==> config.mk <==
export PLATFORM = sky130hd
export DESIGN_NAME = sw_debounce_press
export DESIGN_NICKNAME = d
export VERILOG_FILES = /design/src/rtl/sw_debounce_press.sv
export SDC_FILE = /design/constraint.sdc
export NUM_CORES = 1
export LEC_CHECK = 0
export ABC_AREA = 1
export CORE_MARGIN = 4
export CORE_UTILIZATION = 31
export CTS_BUF_LIST = sky130_fd_sc_hd__clkbuf_4 sky130_fd_sc_hd__clkbuf_8 sky130_fd_sc_hd__clkbuf_16
export DETAILED_ROUTE_END_ITERATION = 10
export SKIP_LAST_GASP = 1
export SLEW_MARGIN = 40
export SYNTH_ARGS = -nofsm -noshare
export SYNTH_HDL_FRONTEND = slang
export SYNTH_SLANG_ARGS = --single-unit
==> constraint.sdc <==
create_clock -name i_clk -period 2.62 [get_ports i_clk]
set_clock_uncertainty 0.2 [all_clocks]
set_input_delay 0.786 -clock i_clk [delete_from_list [all_inputs] [get_ports i_clk]]
set_output_delay 0.786 -clock i_clk [all_outputs]
set_load 0.01 [all_outputs]
==> src/rtl/sw_debounce_press.sv <==
// Switch conditioning: 2-flop synchroniser plus debounce per switch, and a
// lowest-index-first queue that reports colour-switch releases one per cycle.

module sw_debounce_lane #(
  parameter int unsigned DEBOUNCE_CLKS = 4
) (
  input  logic i_clk,
  input  logic i_rst_n,
  input  logic i_raw,
  output logic o_lvl
);
  localparam int unsigned CW = $clog2(DEBOUNCE_CLKS + 1);
  localparam logic [CW-1:0] CNT_LAST = CW'(DEBOUNCE_CLKS - 1);

  logic          s1_q, s2_q;
  logic          lvl_q, lvl_d;
  logic [CW-1:0] cnt_q, cnt_d;

  // Counter only runs while s2 disagrees with the debounced level, so it
  // restarts on any return to the settled value and never wraps.
  always_comb begin
    lvl_d = lvl_q;
    cnt_d = cnt_q;
    if (s2_q == lvl_q) begin
      cnt_d = '0;
    end else if (cnt_q == CNT_LAST) begin
      lvl_d = s2_q;
      cnt_d = '0;
    end else begin
      cnt_d = cnt_q + 1'b1;
    end
  end

  always_ff @(posedge i_clk) begin
    if (!i_rst_n) begin
      s1_q  <= 1'b0;
      s2_q  <= 1'b0;
      lvl_q <= 1'b0;
      cnt_q <= '0;
    end else begin
      s1_q  <= i_raw;
      s2_q  <= s1_q;
      lvl_q <= lvl_d;
      cnt_q <= cnt_d;
    end
  end

  assign o_lvl = lvl_q;
endmodule

module sw_debounce_press #(
  parameter int unsigned CLK_PER_SEC   = 50000000,
  parameter int unsigned DEBOUNCE_MS   = 10,
  parameter int unsigned DEBOUNCE_CLKS = CLK_PER_SEC / 1000 * DEBOUNCE_MS
) (
  input  logic       i_clk,
  input  logic       i_rst_n,
  input  logic [4:0] i_sw,
  output logic [4:0] o_sw,
  output logic       o_dv,
  output logic [1:0] o_sw_id,
  output logic [3:0] o_pend
);
  localparam int NUM_SW     = 5;
  localparam int NUM_COLOUR = 4;

  for (genvar g = 0; g < NUM_SW; g++) begin : g_lane
    sw_debounce_lane #(
      .DEBOUNCE_CLKS(DEBOUNCE_CLKS)
    ) u_lane (
      .i_clk  (i_clk),
      .i_rst_n(i_rst_n),
      .i_raw  (i_sw[g]),
      .o_lvl  (o_sw[g])
    );
  end

  logic [NUM_COLOUR-1:0] lvl_prev_q;
  logic [NUM_COLOUR-1:0] fall;
  logic [NUM_COLOUR-1:0] pend_q, pend_d, pend_next, pick;
  logic                  dv_q, dv_d;
  logic [1:0]            id_q, id_d;

  // Only the colour switches raise events; the game-reset switch is level-only.
  assign fall = lvl_prev_q & ~o_sw[NUM_COLOUR-1:0];

  // New falls merge into the queue on the same edge a report drains it.
  always_comb begin
    pend_next = pend_q | fall;
    pick      = '0;
    id_d      = id_q;
    for (int b = NUM_COLOUR - 1; b >= 0; b--) begin
      if (pend_next[b]) begin
        id_d    = 2'(b);
        pick    = '0;
        pick[b] = 1'b1;
      end
    end
    dv_d   = |pend_next;
    pend_d = pend_next & ~pick;
  end

  always_ff @(posedge i_clk) begin
    if (!i_rst_n) begin
      lvl_prev_q <= '0;
      pend_q     <= '0;
      dv_q       <= 1'b0;
      id_q       <= 2'b00;
    end else begin
      lvl_prev_q <= o_sw[NUM_COLOUR-1:0];
      pend_q     <= pend_d;
      dv_q       <= dv_d;
      id_q       <= id_d;
    end
  end

  assign o_dv    = dv_q;
  assign o_sw_id = id_q;
  assign o_pend  = pend_q;
endmodule
# After elaboration in Yosys (flattened, before gate mapping)
# Cells that the tools add are included.
dict set report word_totals {
  romBits 0
  ff_bits 121
  mem_count 0
  latchBits 0
  ram_bits 0
  word_cells 73
  inputBits 7
  output_inout_bits 12
}
dict set report op_classes {
  n_addsub 5
  bitwise 11
  reduce_logical 15
  order_cmp 0
  mul 0
  div 0
  shift 0
  n_eq_ne 10
  n_mux 7
}
# op count
set op_table {}
lappend op_table {{$add 19x1->19 const B} 5}
lappend op_table {{$eq 19x19->1 const B} 5}
lappend op_table {{$reduce_or 3->1} 6}
lappend op_table {{$mux 4} 4}
lappend op_table {{$reduce_and 2->1} 5}
lappend op_table {{$and 4x4->4} 2}
lappend op_table {{$not 4->4} 2}
lappend op_table {{$not 1->1} 6}
lappend op_table {{$eq 1x1->1} 5}
lappend op_table {{$mux 2} 2}
lappend op_table {{$or 4x4->4} 1}
lappend op_table {{$reduce_or 4->1} 1}
lappend op_table {{$reduce_bool 3->1} 1}
lappend op_table {{$reduce_bool 2->1} 1}
lappend op_table {{$reduce_or 2->1} 1}
lappend op_table {{$mux 1} 1}

# Depth between registers and ports, before layout
# Gate-level depths: netlist (run 1).
dict set report logic_depth {
  depth_word 9
  ltp_mapped 9
  ltp_nobuf 9
}

# By module
# Synthesis (run 1) repeated with hierarchy kept, for this count alone.
dict set report unflattened {
  hier_cells 961
  area_unflattened_um2 6434.9
}
# mod cells_each seq_area_each_um2 area_each_um2 n_inst
set by_module_without_submodules {}
lappend by_module_without_submodules {sw_debounce_lane 181 440.4 1199.9 5}
lappend by_module_without_submodules {sw_debounce_press 56 200.2 435.4 1}

# Worst setup path before layout (run 1)
# Ideal clock, no wire load.
dict set report synth_timing {
  path_type {input port to flip-flop}
  start {in i_rst_n}
  end {reg g_lane[4].u_lane.cnt_q[13]}
  arrival_ns 1.403
  path_buffers 1
  slack_ns 0.953
  setup_ns 0.064
  cell_stages 5
  t_required_ns 2.356
  cell_sequence {o21ai_0 a21oi_1 nand2_2 buf_4 nor2_1}
}
dict set report synth_via {
  elab_chain_len 2
}
# element line
set synth_lines {}
lappend synth_lines {{start, declared} 57} ;# input logic i_rst_n,
lappend synth_lines {{$not 1->1 (no source line)} -}
lappend synth_lines {{$reduce_or 3->1 (no source line)} -}
lappend synth_lines {{end signal, assigned} 44} ;# cnt_q <= cnt_d;
lappend synth_lines {{end, declared} 17} ;# logic [CW-1:0] cnt_q, cnt_d;
# Every way passes these cells.
# A chain may end at the register's enable or synchronous reset.

# Worst setup path in the final report (run 1)
dict set report layout_timing {
  start {reg g_lane[2].u_lane.lvl_q}
  end {out o_sw[2]}
}
# element line
set layout_lines {}
lappend layout_lines {{start, declared} 16} ;# logic lvl_q, lvl_d;
lappend layout_lines {{start signal, assigned} 43} ;# lvl_q <= lvl_d;
lappend layout_lines {{end, declared} 59} ;# output logic [4:0] o_sw,
# No word-level cell between the ends.

==> results of run 1 <==
how the worst max path moves through the flow:
stage                                 from                         end  slack, ns  cells past startpoint
floorplan                          i_rst_n  g_lane[4].u_lane.cnt_q[13]       0.95                      5
global placement                   i_rst_n   g_lane[4].u_lane.cnt_q[2]       0.06                      5
detailed placement                 i_rst_n   g_lane[4].u_lane.cnt_q[2]       0.01                      5
CTS                 g_lane[2].u_lane.o_lvl                     o_sw[2]       0.13                      1
global route        g_lane[2].u_lane.o_lvl                     o_sw[2]       0.13                      1
finish              g_lane[2].u_lane.o_lvl                     o_sw[2]       0.19                      1
state kept, by name, indices dropped and copies added, names as in the netlist:
signal / cells
g_lane.u_lane.o_lvl: 5
g_lane.u_lane.cnt_q: 95
o_dv: 1
o_sw_id: 2
g_lane.u_lane.s2_q: 5
lvl_prev_q: 4
g_lane.u_lane.s1_q: 5
o_pend: 3
kinds of logic (layout without fill, tap and decap cells):
group	count (synthesis)	in the layout	share of synthesized area
buf+inv	121	156	0.0880
other cells	1	1	0.000642
simple gates	525	525	0.371
xor+xnor	39	39	0.0584
compound gates	60	60	0.0606
fa+ha+maj	5	5	0.0107
flops	120	120	0.411
metal layers:
layer  global-route usage  vias up  share of wire  wire length (um)
met2                0.190       63           0.45              5390
li1                     -     2742              -                 -
met4               0.0394        0          0.012               143
met1                0.151     2193           0.50              6010
met3               0.0368       12          0.036               436
met5                    0        -              0                 0
power groups by stage:
stage	Clock [W]	Combinational, W	Sequential [W]
floorplan	0	0.0000332	0.00188
global placement	0	0.0000493	0.00188
detailed placement	0	0.0000494	0.00188
CTS	0.00243	0.0000494	0.00184
global route	0.00252	0.0000556	0.00184
finish	0.00237	0.0000486	0.00184
through the flow:
stage / utilization / total power, W
floorplan: - / 0.00191
global placement: 0.340 / 0.00193
detailed placement: 0.340 / 0.00193
CTS: 0.373 / 0.00432
global route: 0.373 / 0.00442
finish: 0.373 / 0.00426
cells in the mapped netlist:
| cell type | count | area share |
|---|---|---|
| nor2_4 | 1 | 0.0019 |
| conb_1 | 1 | 0.00064 |
| and2_2 | 1 | 0.0013 |
| ha_1 | 5 | 0.011 |
| nor3_1 | 12 | 0.010 |
| inv_1 | 104 | 0.067 |
| nand3_1 | 54 | 0.046 |
| dfxtp_1 | 120 | 0.41 |
| nor2_2 | 5 | 0.0054 |
| buf_4 | 8 | 0.010 |
| inv_2 | 3 | 0.0019 |
| xnor2_1 | 13 | 0.019 |
| o21bai_4 | 2 | 0.0064 |
| o21ai_4 | 1 | 0.0028 |
| nor2_1 | 198 | 0.13 |
| or2_0 | 3 | 0.0032 |
| a21oi_1 | 35 | 0.030 |
| nand4_1 | 19 | 0.020 |
| o21ai_0 | 16 | 0.014 |
| xor2_1 | 26 | 0.039 |
| or2_2 | 4 | 0.0043 |
| nand3_2 | 1 | 0.0017 |
| o21bai_1 | 4 | 0.0051 |
| nand2_2 | 4 | 0.0043 |
| buf_6 | 4 | 0.0077 |
| a21o_1 | 2 | 0.0026 |
| clkbuf_1 | 2 | 0.0013 |
| nand2_1 | 221 | 0.14 |
| nand3b_1 | 1 | 0.0013 |
| nor3b_1 | 1 | 0.0013 |
area by class of cell:
cell class | count | area [sq um] | share of cell area
Clock buffer | 22 | 482 | 0.0708
Clock inverter | 8 | 121 | 0.0178
Inverter | 107 | 402 | 0.0590
Multi-Input combinational cell | 630 | 2930 | 0.430
Sequential cell | 120 | 2400 | 0.353
Tap cell | 229 | 287 | 0.0421
Timing Repair Buffer | 19 | 185 | 0.0272
==> impl_metrics.yaml, run 1 <==
power_and_ir_drop:
  swShare: 0.194
  power.density_nw_per_um2: 626
  internal_power_w: 0.00343
  p_seq_frac: 0.433
  comb_power_share: 0.011
  peakVddDrop_uv: 351
  p_leak_nw: 2.29
  p_clk_frac: 0.556
  power.net_switching_w: 0.000828
setup_path:
  cp.required_ns: 1.63
  worst_path_max_delay_cell: "clkdlybuf4s50_1"
  cp_num_buf_inv: 1
  crit_chain: "clkdlybuf4s50_1"
  cp_top_family: "buffers and inverters"
  reg2reg_depth: 6
  crit_fanout: 6
  rr_startpoint: "g_lane[0].u_lane.cnt_q[0]"
  cp.arrival_ns: 1.45
  r2r-end: "g_lane[0].u_lane.cnt_q[18]"
  critPathMaxStageDelay_ns: 0.62
  end_kind: "primary output"
  start_kind: "register"
  path_class: "reg2out"
  reg2reg_slack_ns: 0.72
sta:
  rsz0062_at_grt: "no"
  setup_viol: 0
  post-route-min-period_ns: 2.43
  whs_ns: 0.220
  slew_violations: 0
  fmaxAchievable_ghz: 0.411
  relSlewSlack: 0.655
  setup_ws_ns: 0.187
  tightest_slew_ns: 0.515
  post-route-period-util: 0.929
  finalHoldViolations: 0
  fin_setup_tns_ns: 0
route:
  num_vias: 5010
  dr.pass1.iters: 4
  avgRoutedWirePerCell_um: 10.6
  drc: 0
  drt_first_iter_violations: 335
  viasPerCell: 4.41
  wirelength_um: 12000
  ant_nets: 0
layout:
  fin_cells: 1135
  area_growth_syn_to_layout_pct: 16.5
  final.fill_count: 1904
  layout_commonest_cell: "nand2_1"
  antenna_cells: 0
  design_area_sq_um: 6810
  nets: 907
  final_cell_mix: "nand2_1 (221), nor2_1 (198), dfxtp_1 (120)"
  drive_above_1_share: 0.0596
placed_design:
  gp_congestion: 0.805
  pre_cts_ws_ns: 0.00953
  dp_cells: 1105
  io_buffers: 17
  dp_hpwl_um: 8810
  placed_area_sq_um: 6200
cts:
  cts-root-buf: "clkbuf_16"
  clockBufferDepth: 2
  htreeDepth: 4
  postCtsResizedCells: 0
  ctsHoldBuffers: 0
  post_cts_buffers: 0
  numCtsBuffers: 17
  clkLatencyLatePin_ns: 0.41
  clock_sinks: 120
  cts_tree: "done"
  clk_pin_slew_ns: 0.05
grt:
  gr-total-overflow: 0
  antenna_found_initial: 0
  grt_pass1_vias: 4727
  grt_pass1_wl_um: 21000
  grt_max_degree: 20
  grt.total_usage: 0.118
flow_run:
  drv_cap: 0
yosys:
  yosysSeqAreaShare: 0.411
  avgSynthCellArea_sq_um: 6.71
  ys_types: 30
  synth_warnings: 0
  syn-num-nets: 883
  syn_inst: 871
  synth_seq_cells: 120
  syn_area_sq_um: 5840
die:
  io_pins: 19
  rows: 49
  die_w_um: 145
  initial_core_util: 0.320
  coreArea_sq_um: 18300
  dieArea_sq_um: 21100
  die_y_um: 145
min_path:
  hold_end: "g_lane[3].u_lane.s2_q"
  hold_class: "reg2reg"
  whs_path_depth: 2
  holdCritStartpoint: "g_lane[3].u_lane.s1_q"
outcome:
  status: "finished, final reports clean"
No activity file was read; power rests on OpenSTA's default activity.
==> run 2, diff against run 1 <==
--- a/config.mk
+++ b/config.mk
@@ -10,6 +10,7 @@
 export CORE_UTILIZATION = 31
 export CTS_BUF_LIST = sky130_fd_sc_hd__clkbuf_4 sky130_fd_sc_hd__clkbuf_8 sky130_fd_sc_hd__clkbuf_16
 export DETAILED_ROUTE_END_ITERATION = 10
+export GPL_TIMING_DRIVEN = 1
 export SKIP_LAST_GASP = 1
 export SLEW_MARGIN = 40
 export SYNTH_ARGS = -nofsm -noshare
==> results of run 2 <==
Final layout, timing and power as in run 1 (identical DEF).
==> run 3, diff against run 2 <==
--- a/config.mk
+++ b/config.mk
@@ -10,7 +10,7 @@
 export CORE_UTILIZATION = 31
 export CTS_BUF_LIST = sky130_fd_sc_hd__clkbuf_4 sky130_fd_sc_hd__clkbuf_8 sky130_fd_sc_hd__clkbuf_16
 export DETAILED_ROUTE_END_ITERATION = 10
-export GPL_TIMING_DRIVEN = 1
+export GPL_TIMING_DRIVEN = 0
 export SKIP_LAST_GASP = 1
 export SLEW_MARGIN = 40
 export SYNTH_ARGS = -nofsm -noshare
==> constraint.sdc (replaced) <==
create_clock -name i_clk -period 1.99 [get_ports i_clk]
set_clock_uncertainty 0.2 [all_clocks]
set_input_delay 0.597 -clock i_clk [delete_from_list [all_inputs] [get_ports i_clk]]
set_output_delay 0.597 -clock i_clk [all_outputs]
set_load 0.01 [all_outputs]
==> impl_metrics.yaml, run 3 (synthesized netlist as in run 1, its figures left out) <==
sta:
  slew_violations: 0
  post-route-period-util: 0.969
  finalHoldViolations: 0
  rsz0062_at_grt: "no"
  setup_viol: 0
  post-route-min-period_ns: 1.93
  fmaxAchievable_ghz: 0.519
setup_path:
  rr_startpoint: "g_lane[4].u_lane.cnt_q[0]"
  cp_top_family: "flip-flops"
  reg2reg_slack_ns: 0.11
  cp.required_ns: 1.19
  path_class: "reg2out"
  cp_num_buf_inv: 2
  end_kind: "primary output"
  r2r-end: "g_lane[4].u_lane.cnt_q[14]"
  critPathMaxStageDelay_ns: 0.36
  worst_path_max_delay_cell: "dfxtp_4"
  cp.arrival_ns: 1.13
  crit_fanout: 6
  start_kind: "register"
  crit_chain: "buf_4 -> clkdlybuf4s15_1"
  reg2reg_depth: 7
route:
  dr.pass1.iters: 5
  drc: 0
  drt_first_iter_violations: 314
  avgRoutedWirePerCell_um: 10.6
  wirelength_um: 12200
  viasPerCell: 4.44
  num_vias: 5112
  ant_nets: 0
layout:
  area_growth_syn_to_layout_pct: 18.5
  layout_commonest_cell: "nand2_1"
  drive_above_1_share: 0.0845
  regMostFlops: "g_lane.u_lane.cnt_q"
  nets: 922
  final.fill_count: 1909
  largest_reg_flops: 95
  fin_cells: 1152
  final_cell_mix: "nand2_1 (221), nor2_1 (195), dfxtp_1 (114)"
  antenna_cells: 0
power_and_ir_drop:
  p_total_w: 0.00549
  power.density_nw_per_um2: 792
  peakVddDrop_uv: 516
  p_leak_nw: 2.42
grt:
  grt_pass1_wl_um: 20900
  grt.total_usage: 0.119
  antenna_found_initial: 0
  gr-total-overflow: 0
  grt_max_degree: 17
  grt_pass1_vias: 4646
cts:
  numCtsBuffers: 17
  cts-root-buf: "clkbuf_16"
  htreeDepth: 4
  clockBufferDepth: 2
  clkLatencyLatePin_ns: 0.41
  clk_pin_slew_ns: 0.06
  cts_tree: "done"
  clock_sinks: 120
placed_design:
  dp_cells: 1117
  io_buffers: 17
  gp_congestion: 0.845
  dp_hpwl_um: 9000
die:
  die_w_um: 145
  io_pins: 19
  rows: 49
  coreArea_sq_um: 18300
  die_y_um: 145
  initial_core_util: 0.320
  dieArea_sq_um: 21100
min_path:
  whs_path_depth: 2
  hold_class: "reg2reg"
  holdCritStartpoint: "g_lane[2].u_lane.s1_q"
  hold_end: "g_lane[2].u_lane.s2_q"
outcome:
  status: "finished, final reports clean"
flow_run:
  drv_cap: 0
run 3: worst max path at each step:
stage,slack (ns),startpoint,cells after the start,to
after floorplan,0.36,g_lane[1].u_lane.cnt_q[0],9,g_lane[1].u_lane.cnt_q[15]
after global placement,-0.40,i_rst_n,6,g_lane[4].u_lane.cnt_q[12]
after detailed placement,-0.42,i_rst_n,6,g_lane[4].u_lane.cnt_q[14]
after CTS,-0.26,g_lane[0].u_lane.o_lvl,2,o_sw[0]
after global routing,0.003,g_lane[3].u_lane.cnt_q[0],7,g_lane[3].u_lane.cnt_q[5]
final,0.06,g_lane[2].u_lane.o_lvl,2,o_sw[2]
run 3: cell type report:
cell class | count | area (sq um) | share of cell area
multi-input combinational | 630 | 2940 | 0.424
sequential | 120 | 2420 | 0.349
clock buffer | 17 | 425 | 0.0614
inverter | 107 | 402 | 0.0580
tap | 229 | 287 | 0.0414
timing repair buffer | 20 | 189 | 0.0273
clock inverter | 15 | 155 | 0.0224
buffer | 14 | 113 | 0.0163
run 3: through the flow:
stage	cell area, sq um	setup WS, ns	TNS [ns]	util	hold WS, ns
2_1_floorplan	5840	0.356	0	-	0.190
3_3_place_gp	6300	-0.398	-27.76	0.345	0.195
3_5_place_dp	6300	-0.424	-29.54	0.345	0.197
4_1_cts	6880	-0.256	-0.256	0.376	0.211
5_1_grt	6930	0.00276	0	0.379	0.230
6_report	6930	0.0614	0	0.379	0.210
run 3: timing repair:
action	4_1_cts	5_1_grt
buffers inserted	0	3
pin swaps	0	2
hold buffers	0	0
resized for setup	16	12
setup endpoints to repair	11	41
run 3: worst register-to-register path, cell delays in order (launching register included):
cell and delay [ns]:
dfxtp_1 0.37, ha_1 0.21, nand3_1 0.15, inv_1 0.13, nand3_1 0.18, nand2_2 0.23
buf_4 0.23, nor2_1 0.06
run 3: metal layers:
| layer | global-route usage | part of all wire | vias up |
|---|---|---|---|
| met5 | 0 | 0 | - |
| met4 | 0.0385 | 0.010 | 0 |
| met3 | 0.0346 | 0.032 | 8 |
| met2 | 0.186 | 0.44 | 68 |
| met1 | 0.157 | 0.52 | 2251 |
| li1 | - | - | 2785 |
run 3: power breakdown:
group / switching [W] / total (W) / leakage, nW / internal [W]
Clock: 0.00115 / 0.00300 / 0.279 / 0.00184
Sequential: 0.00000755 / 0.00242 / 0.973 / 0.00241
Combinational: 0.0000428 / 0.0000731 / 1.16 / 0.0000303
Total: 0.00120 / 0.00549 / 2.42 / 0.00428
